[src/rtl/csa_accum.sv]
// csa_accum: accumulates groups of unsigned operands using a carry-save pair (ss, cc),
// resolves the pending carries after the last operand and presents the group sum
// modulo 2^ACCW with a sticky overflow flag on a valid/ready output.
module csa_accum #(
    parameter int unsigned OPW  = 4,
    parameter int unsigned ACCW = 8
) (
    input  logic            clk,
    input  logic            rst_n,
    input  logic            in_valid,
    output logic            in_ready,
    input  logic [OPW-1:0]  in_data,
    input  logic            in_last,
    output logic            out_valid,
    input  logic            out_ready,
    output logic [ACCW-1:0] out_sum,
    output logic            out_ovf
);

    typedef enum logic [1:0] {StAcc, StResolve, StOut} state_e;

    state_e            r_state;
    state_e            w_state_nxt;
    logic [ACCW-1:0]   r_ss;
    logic [ACCW-1:0]   r_cc;
    logic              r_ovf;
    logic [ACCW-1:0]   w_ss_nxt;
    logic [ACCW-1:0]   w_cc_nxt;
    logic              w_ovf_nxt;

    logic [ACCW-1:0]   w_d;
    logic [ACCW-1:0]   w_maj;
    logic [ACCW-1:0]   w_and;

    assign w_d   = {{(ACCW-OPW){1'b0}}, in_data};
    // Full-adder carries of the 3:2 compression and half-adder carries of the resolve step.
    assign w_maj = (r_ss & r_cc) | (r_ss & w_d) | (r_cc & w_d);
    assign w_and = r_ss & r_cc;

    // State and datapath registers with synchronous active-low reset.
    always_ff @(posedge clk) begin
        if (!rst_n) begin
            r_state <= StAcc;
            r_ss    <= '0;
            r_cc    <= '0;
            r_ovf   <= 1'b0;
        end else begin
            r_state <= w_state_nxt;
            r_ss    <= w_ss_nxt;
            r_cc    <= w_cc_nxt;
            r_ovf   <= w_ovf_nxt;
        end
    end

    // Next-state logic: compress operands in ACC, ripple carries in RESOLVE, hold in OUT.
    always_comb begin
        w_state_nxt = r_state;
        w_ss_nxt    = r_ss;
        w_cc_nxt    = r_cc;
        w_ovf_nxt   = r_ovf;
        case (r_state)
            StAcc: begin
                if (in_valid) begin
                    w_ss_nxt  = r_ss ^ r_cc ^ w_d;
                    w_cc_nxt  = {w_maj[ACCW-2:0], 1'b0};
                    // A carry leaving the MSB is worth 2^ACCW: the group has overflowed.
                    w_ovf_nxt = r_ovf | w_maj[ACCW-1];
                    if (in_last) begin
                        w_state_nxt = StResolve;
                    end
                end
            end
            StResolve: begin
                if (r_cc == '0) begin
                    w_state_nxt = StOut;
                end else begin
                    w_ss_nxt  = r_ss ^ r_cc;
                    w_cc_nxt  = {w_and[ACCW-2:0], 1'b0};
                    w_ovf_nxt = r_ovf | w_and[ACCW-1];
                end
            end
            StOut: begin
                if (out_ready) begin
                    w_state_nxt = StAcc;
                    w_ss_nxt    = '0;
                    w_cc_nxt    = '0;
                    w_ovf_nxt   = 1'b0;
                end
            end
            default: begin
                w_state_nxt = StAcc;
            end
        endcase
    end

    // Handshake outputs depend on state only; result is forced to zero outside OUT.
    always_comb begin
        in_ready  = (r_state == StAcc);
        out_valid = (r_state == StOut);
        out_sum   = out_valid ? r_ss : '0;
        out_ovf   = out_valid ? r_ovf : 1'b0;
    end

endmodule
[config.mk]
export PLATFORM = sky130hd
export DESIGN_NAME = csa_accum
export DESIGN_NICKNAME = d
export VERILOG_FILES = /design/src/rtl/csa_accum.sv
export SDC_FILE = /design/constraint.sdc
export NUM_CORES = 1
export LEC_CHECK = 0
export BUFFER_PORTS_ARGS = -buffer_cell sky130_fd_sc_hd__clkbuf_2
export CAP_MARGIN = 0
export CELL_PAD_IN_SITES_DETAIL_PLACEMENT = 0
export CELL_PAD_IN_SITES_GLOBAL_PLACEMENT = 1
export CORE_MARGIN = 10
export CORE_UTILIZATION = 41
export CTS_CLUSTER_DIAMETER = 100
export DETAILED_ROUTE_END_ITERATION = 8
export PLACE_DENSITY_LB_ADDON = 0.1
export SYNTH_ARGS = -nofsm -noshare
export SYNTH_HDL_FRONTEND = slang
export SYNTH_SLANG_ARGS = --single-unit
[constraint.sdc]
create_clock -name clk -period 2.5 [get_ports clk]
set_input_delay 0.5 -clock clk [delete_from_list [all_inputs] [get_ports clk]]
set_output_delay 0.5 -clock clk [all_outputs]
set_load 0.005 [all_outputs]
== Yosys cells after proc, flatten, opt, wreduce, memory -nomap -nowiden ==
Index checks and enable logic that the tools add are counted.

* Equal/unequal tests: 7
* Multipliers: 0
* Reductions and logical operators: 5
* Order comparisons: 0
* Div/mod/pow operators: 0
* Bitwise operators: 9
* $add $sub $neg: 0
* Shift-type cells: 0
* Mux-type cells: 18

{| class="wikitable"
|+ Operator list
! kind !! number
|-
| 8-bit 2-to-1 mux || 6
|-
| 8-bit case mux with 3 select lines || 2
|-
| 8-bit by 4-bit bitwise AND with 8-bit output || 2
|-
| 8-bit bitwise OR || 2
|-
| 8-bit bitwise AND || 1
|-
| 8-bit zero test || 1
|-
| 2-bit 2-to-1 mux || 4
|-
| 4-bit AND reduction || 2
|-
| 8-bit by 4-bit bitwise XOR with 8-bit output || 1
|-
| 8-bit bitwise XOR || 1
|-
| 2-bit != test, second input constant || 3
|-
| 2-bit case mux with 3 select lines || 1
|-
| 1-bit 2-to-1 mux || 4
|-
| 2-bit by 1-bit != test with 1-bit output, second input constant || 2
|-
| 1-bit case mux with 3 select lines || 1
|-
| 3-bit nonzero test || 1
|-
| 2-bit by 1-bit equality test with 1-bit output, second input constant || 1
|-
| 2-bit equality test, second input constant || 1
|-
| 2-bit zero test || 1
|-
| 1-bit bitwise OR || 2
|}

* Memory bits (writable): 0
* Bits in read-only memories: 0
* Memories: 0
* Latch bits: 0
* Register bits after elaboration: 19

== Depth between registers and ports, before layout ==
* Depth after elaboration: 6
* Mapped depth: 7

== Worst setup path before layout ==
No wires, ideal clock.

* Path kind: register to register
* Start: register r_state[0]
* End: register r_ss[0]
* Stages on the path, launching flop included: 7
* Slack: 625 ps
* Clock period less this slack: 1875 ps
* Arrival time: 1806 ps
* Cell sequence: dfxtp_1 > inv_1 > ha_1 > nor2b_4 > or3_4 > or4b_1 > a21oi_1

* Word-level cells in the longest chain between the ends: 3
* Elaborated cells on any way between the ends: 9

{| class="wikitable"
|+ Ends and longest elaborated chain
! element !! line !! text
|-
| start: declaration || 22 || <nowiki>state_e r_state;</nowiki>
|-
| start signal: assignment || 43 || <nowiki>r_state <= StAcc;</nowiki>
|-
| start signal: assignment || 48 || <nowiki>r_state <= w_state_nxt;</nowiki>
|-
| 2-bit zero test (*) || n/a ||
|-
| net in_ready || 11 || <nowiki>output logic in_ready,</nowiki>
|-
| 2-bit != test (no line) / 3-bit nonzero test (equally long branches) || n/a ||
|-
| 4-bit AND reduction (no line) || n/a ||
|-
| end signal: assignment || 49 || <nowiki>r_ss <= w_ss_nxt;</nowiki>
|-
| end: declaration || 24 || <nowiki>logic [ACCW-1:0] r_ss;</nowiki>
|}

The timed path passes the listed nets; every way through them passes the cells marked *.
A chain may end at the register's enable or synchronous reset.

== Final worst setup path ==
* Start: register r_state[0]
* End: register r_ss[2]

* Word-level cells in the longest chain between the ends: 3
* Elaborated cells on any way between the ends: 9

{| class="wikitable"
|+ Ends and longest elaborated chain
! element !! line !! text
|-
| 2-bit by 1-bit equality test with 1-bit output (tied with other cells) || 61 || <nowiki>case (r_state)</nowiki>
|-
| 2-bit != test (no line) (tied with other cells) || n/a ||
|-
| 4-bit AND reduction (no line) || n/a ||
|}

Several ways; a longest one is shown, not always the timed one.

==> key figures <==
Timing
  • Period utilisation layout: between 80% and 90%
  • Fin. max-slew vios: 0
  • Minimum period implied by the final worst setup slack: 2000 ps
  • Final Hold Fails: 0
  • Fin Hold WS: 482 ps
  • Clk_skew: between 6 and 7 ps
  • Slew @ Worst Pin: approximately 440 ps
  • RSZ-0062 raised after global routing: no
  • Post-Route Setup TNS: 0 ps
  • Setup violators final: 0
  • Max Clk Rate: 500 MHz
  • Relative slew margins: between 70% and 80%

Placement
  • Placed cell count: 171
  • Gpl congestion: ~0.74
  • HPWL Detailed: 1910 um
  • Buffers added on ports: 19
  • Area after DPL: between 0.001 and 0.0015 mm^2

Yosys
  • Synth Warn #: 0
  • Post-synth EDFFs: 0
  • Top_reg_cell synth: dfxtp_1
  • Post-synth ARST share: 0%
  • Register area share after synthesis: between 30 and 40%
  • Post-Syn Area: 0.00115 mm^2
  • Post-Syn Instances: 125
  • Syn avg cell area: around 9.2 um^2
  • Netlist cell types: 27
  • Syn_nets: roughly 150
  • Number of synthesized register bits: 18

Power and ir drop
  • Sw frac: 46.2%
  • PD cells: between 1000 and 1500 mW/mm^2
  • Worst IR Drop VDD: between 700 and 800 uV
  • Static leakage: 0.602 nW
  • Internal power: around 0.78 mW
  • Net Sw Power: just under 0.7 mW
  • Combinational fraction of design power: between 60% and 70%
  • Flop pwr share: between 20 and 30%
  • Clk network pwr share: slightly above 10%
  • Total power: ~1.5 mW

Cells and area
  • Share of layout cells above drive strength 1: 21.0%
  • Count of nets after finishing: approximately 170
  • Design area: about 0.0013 mm^2
  • Fin cells: between 150 and 200
  • Fillcell total: 284
  • Area Overhead vs Synth: 13.2%
  • Antenna fix cells: 0

Global routing
  • Grt ovf: 0
  • Number of global-route vias before repair: 944
  • Total GRT Usage: ~10%
  • Initial antenna violation count: 0
  • Largest net degree at the start of global routing: 22
  • First-pass GRT wire length: 4570 um

Clock network
  • Hold buffer count at cts: 0
  • CTS sink count: 18
  • Setup bufs post-CTS: 0
  • Clock Tree Root: clkbuf_4
  • Worst-Skew Late Latency: slightly below 300 ps
  • Clock Tree Buf Depth: 2
  • Inserted Clock Buffers: 3
  • Clk slew on worst S/H paths: between 100 and 150 ps
  • H-tree Lvls: 1
  • CTS tree: built
  • Gates resized, CTS repair: 0

Drt
  • WL/cell: 15.0 um
  • Drt via density: roughly 5.5
  • TritonRoute pass-1 iters: 4
  • DRC Markers: 0
  • Starting DRC count in detailed routing: 50
  • DRT antenna net count: 0
  • Drt total wl: 2610 um
  • Via Count: between 900 and 1,000

Critical path
  • R2r setup slk: roughly 500 ps
  • Critical path endpoint category: flop
  • Crit path from: r_state[0]
  • Critical Path Fanout Max: 8
  • R2r endpoint: r_ss[2]
  • Req. time, crit path: 2690 ps
  • Setup crit end: r_ss[2]
  • R2r worst-path depth: 7
  • Startpoint Class: flop
  • Reg2reg start: r_state[0]
  • Kind of critical path: flop to flop
  • Critical path arrival: 2190 ps

Run
  • MaxCap Viol Count: 0

Floorplan
  • Rows: 19
  • # IOs: 20
  • Core area: 0.00271 mm^2
  • Initial Util: 42.5%
  • Die X: around 73 um
  • Die Area: 0.00533 mm^2
  • Die height: about 73 um

Outcome
  • Outcome: completed

Hold path
  • HP Class: flop to flop
[routing by layer]
metal  up-vias  share of wire, %  track usage (%)  routed length [um]
li1        488                 -                -                   -
met1       448                48             12.9                1260
met2        13                44             16.3                1160
met3         2               6.7             3.54                 176
met4         0              0.61             3.16                  16
met5         -                 0                0                   0
[cell usage after synthesis (2+ instances only)]
library cell  instances  area share [%]
nor2b_1               7             3.8
ha_1                 14              15
clkbuf_1              7             2.3
inv_1                 3            0.98
a31oi_1               7             3.8
nand3_1              10             4.3
a311oi_1              6             4.6
dfxtp_1              18              31
o21ai_0               2            0.87
fa_1                  3             5.2
and2_1                9             4.9
mux2i_1               8             6.9
nand2_1              11             3.6
a21oi_1               7             3.0
[sequential cells by signal, summed over array words and instances, names as in the netlist]
name	count
r_cc	7
r_ovf	1
r_ss	8
r_state	2
[cell usage in the layout, fill, tap and decap left out, types with 2 or more instances in the layout]
master     n
buf_4      3
ha_1      14
a311oi_1   6
dfxtp_1   18
fa_1       3
nor2b_1    7
nand3_1   10
o21ai_0    2
mux2i_1    8
and2_1     9
clkbuf_2  19
nand2_1   11
a21oi_1    7
a31oi_1    7
inv_1      3
clkbuf_4   3
[metrics by stage]
step           worst slack, ps  utilization (%)
3_5_place_dp               506             47.3
3_3_place_gp               606             47.3
6_report                   500             48.2
4_1_cts                    485             48.2
5_1_grt                    311             48.2
2_1_floorplan              625                -
[final cells by class]
type / count / area, um^2 / share of cell area, %
multi-input cells: 97 / 754 / 57.8
flip-flops and latches: 18 / 360 / 27.6
repair buffers: 22 / 118 / 9.01
well taps: 31 / 38.8 / 2.97
clock buffers: 3 / 22.5 / 1.73
inverters: 3 / 11.3 / 0.863
[how the worst min path moves through the flow]
| stage | cells past startpoint | end | startpoint |
|---|---|---|---|
| 2_1_floorplan | 2 | r_ss[4] | r_ss[4] |
| 3_3_place_gp | 2 | r_ss[5] | r_ss[5] |
| 3_5_place_dp | 2 | r_ss[6] | r_ss[6] |
| 4_1_cts | 2 | r_ss[6] | r_ss[6] |
| 5_1_grt | 2 | r_cc[6] | r_cc[6] |
| 6_report | 2 | r_ss[6] | r_ss[6] |
[critical path, stage by stage, from the launching register on]
cell,delay [ps]
dfxtp_1,420
inv_1,110
ha_1,240
nor2b_4,140
nor3_2,370
buf_4,240
a21oi_1,80
a311oi_1,300
[power by group through the flow]
stage               logic, mW  clock network, mW  registers [mW]
floorplan               0.659                  0           0.420
global placement        0.856                  0           0.434
detailed placement      0.877                  0           0.442
CTS                     0.887              0.150           0.435
global route             1.01              0.163           0.447
finish                  0.873              0.148           0.433
[kinds of logic after synthesis]
family / share of synthesized area [%]
AO/OA/AOI/OAI: 14.5
adder cells (fa/ha/maj): 20.4
buffers and inverters: 3.26
flip-flops: 31.3
multiplexers: 6.95
AND/OR/NAND/NOR: 23.6
(Power assumes the default switching activity.)
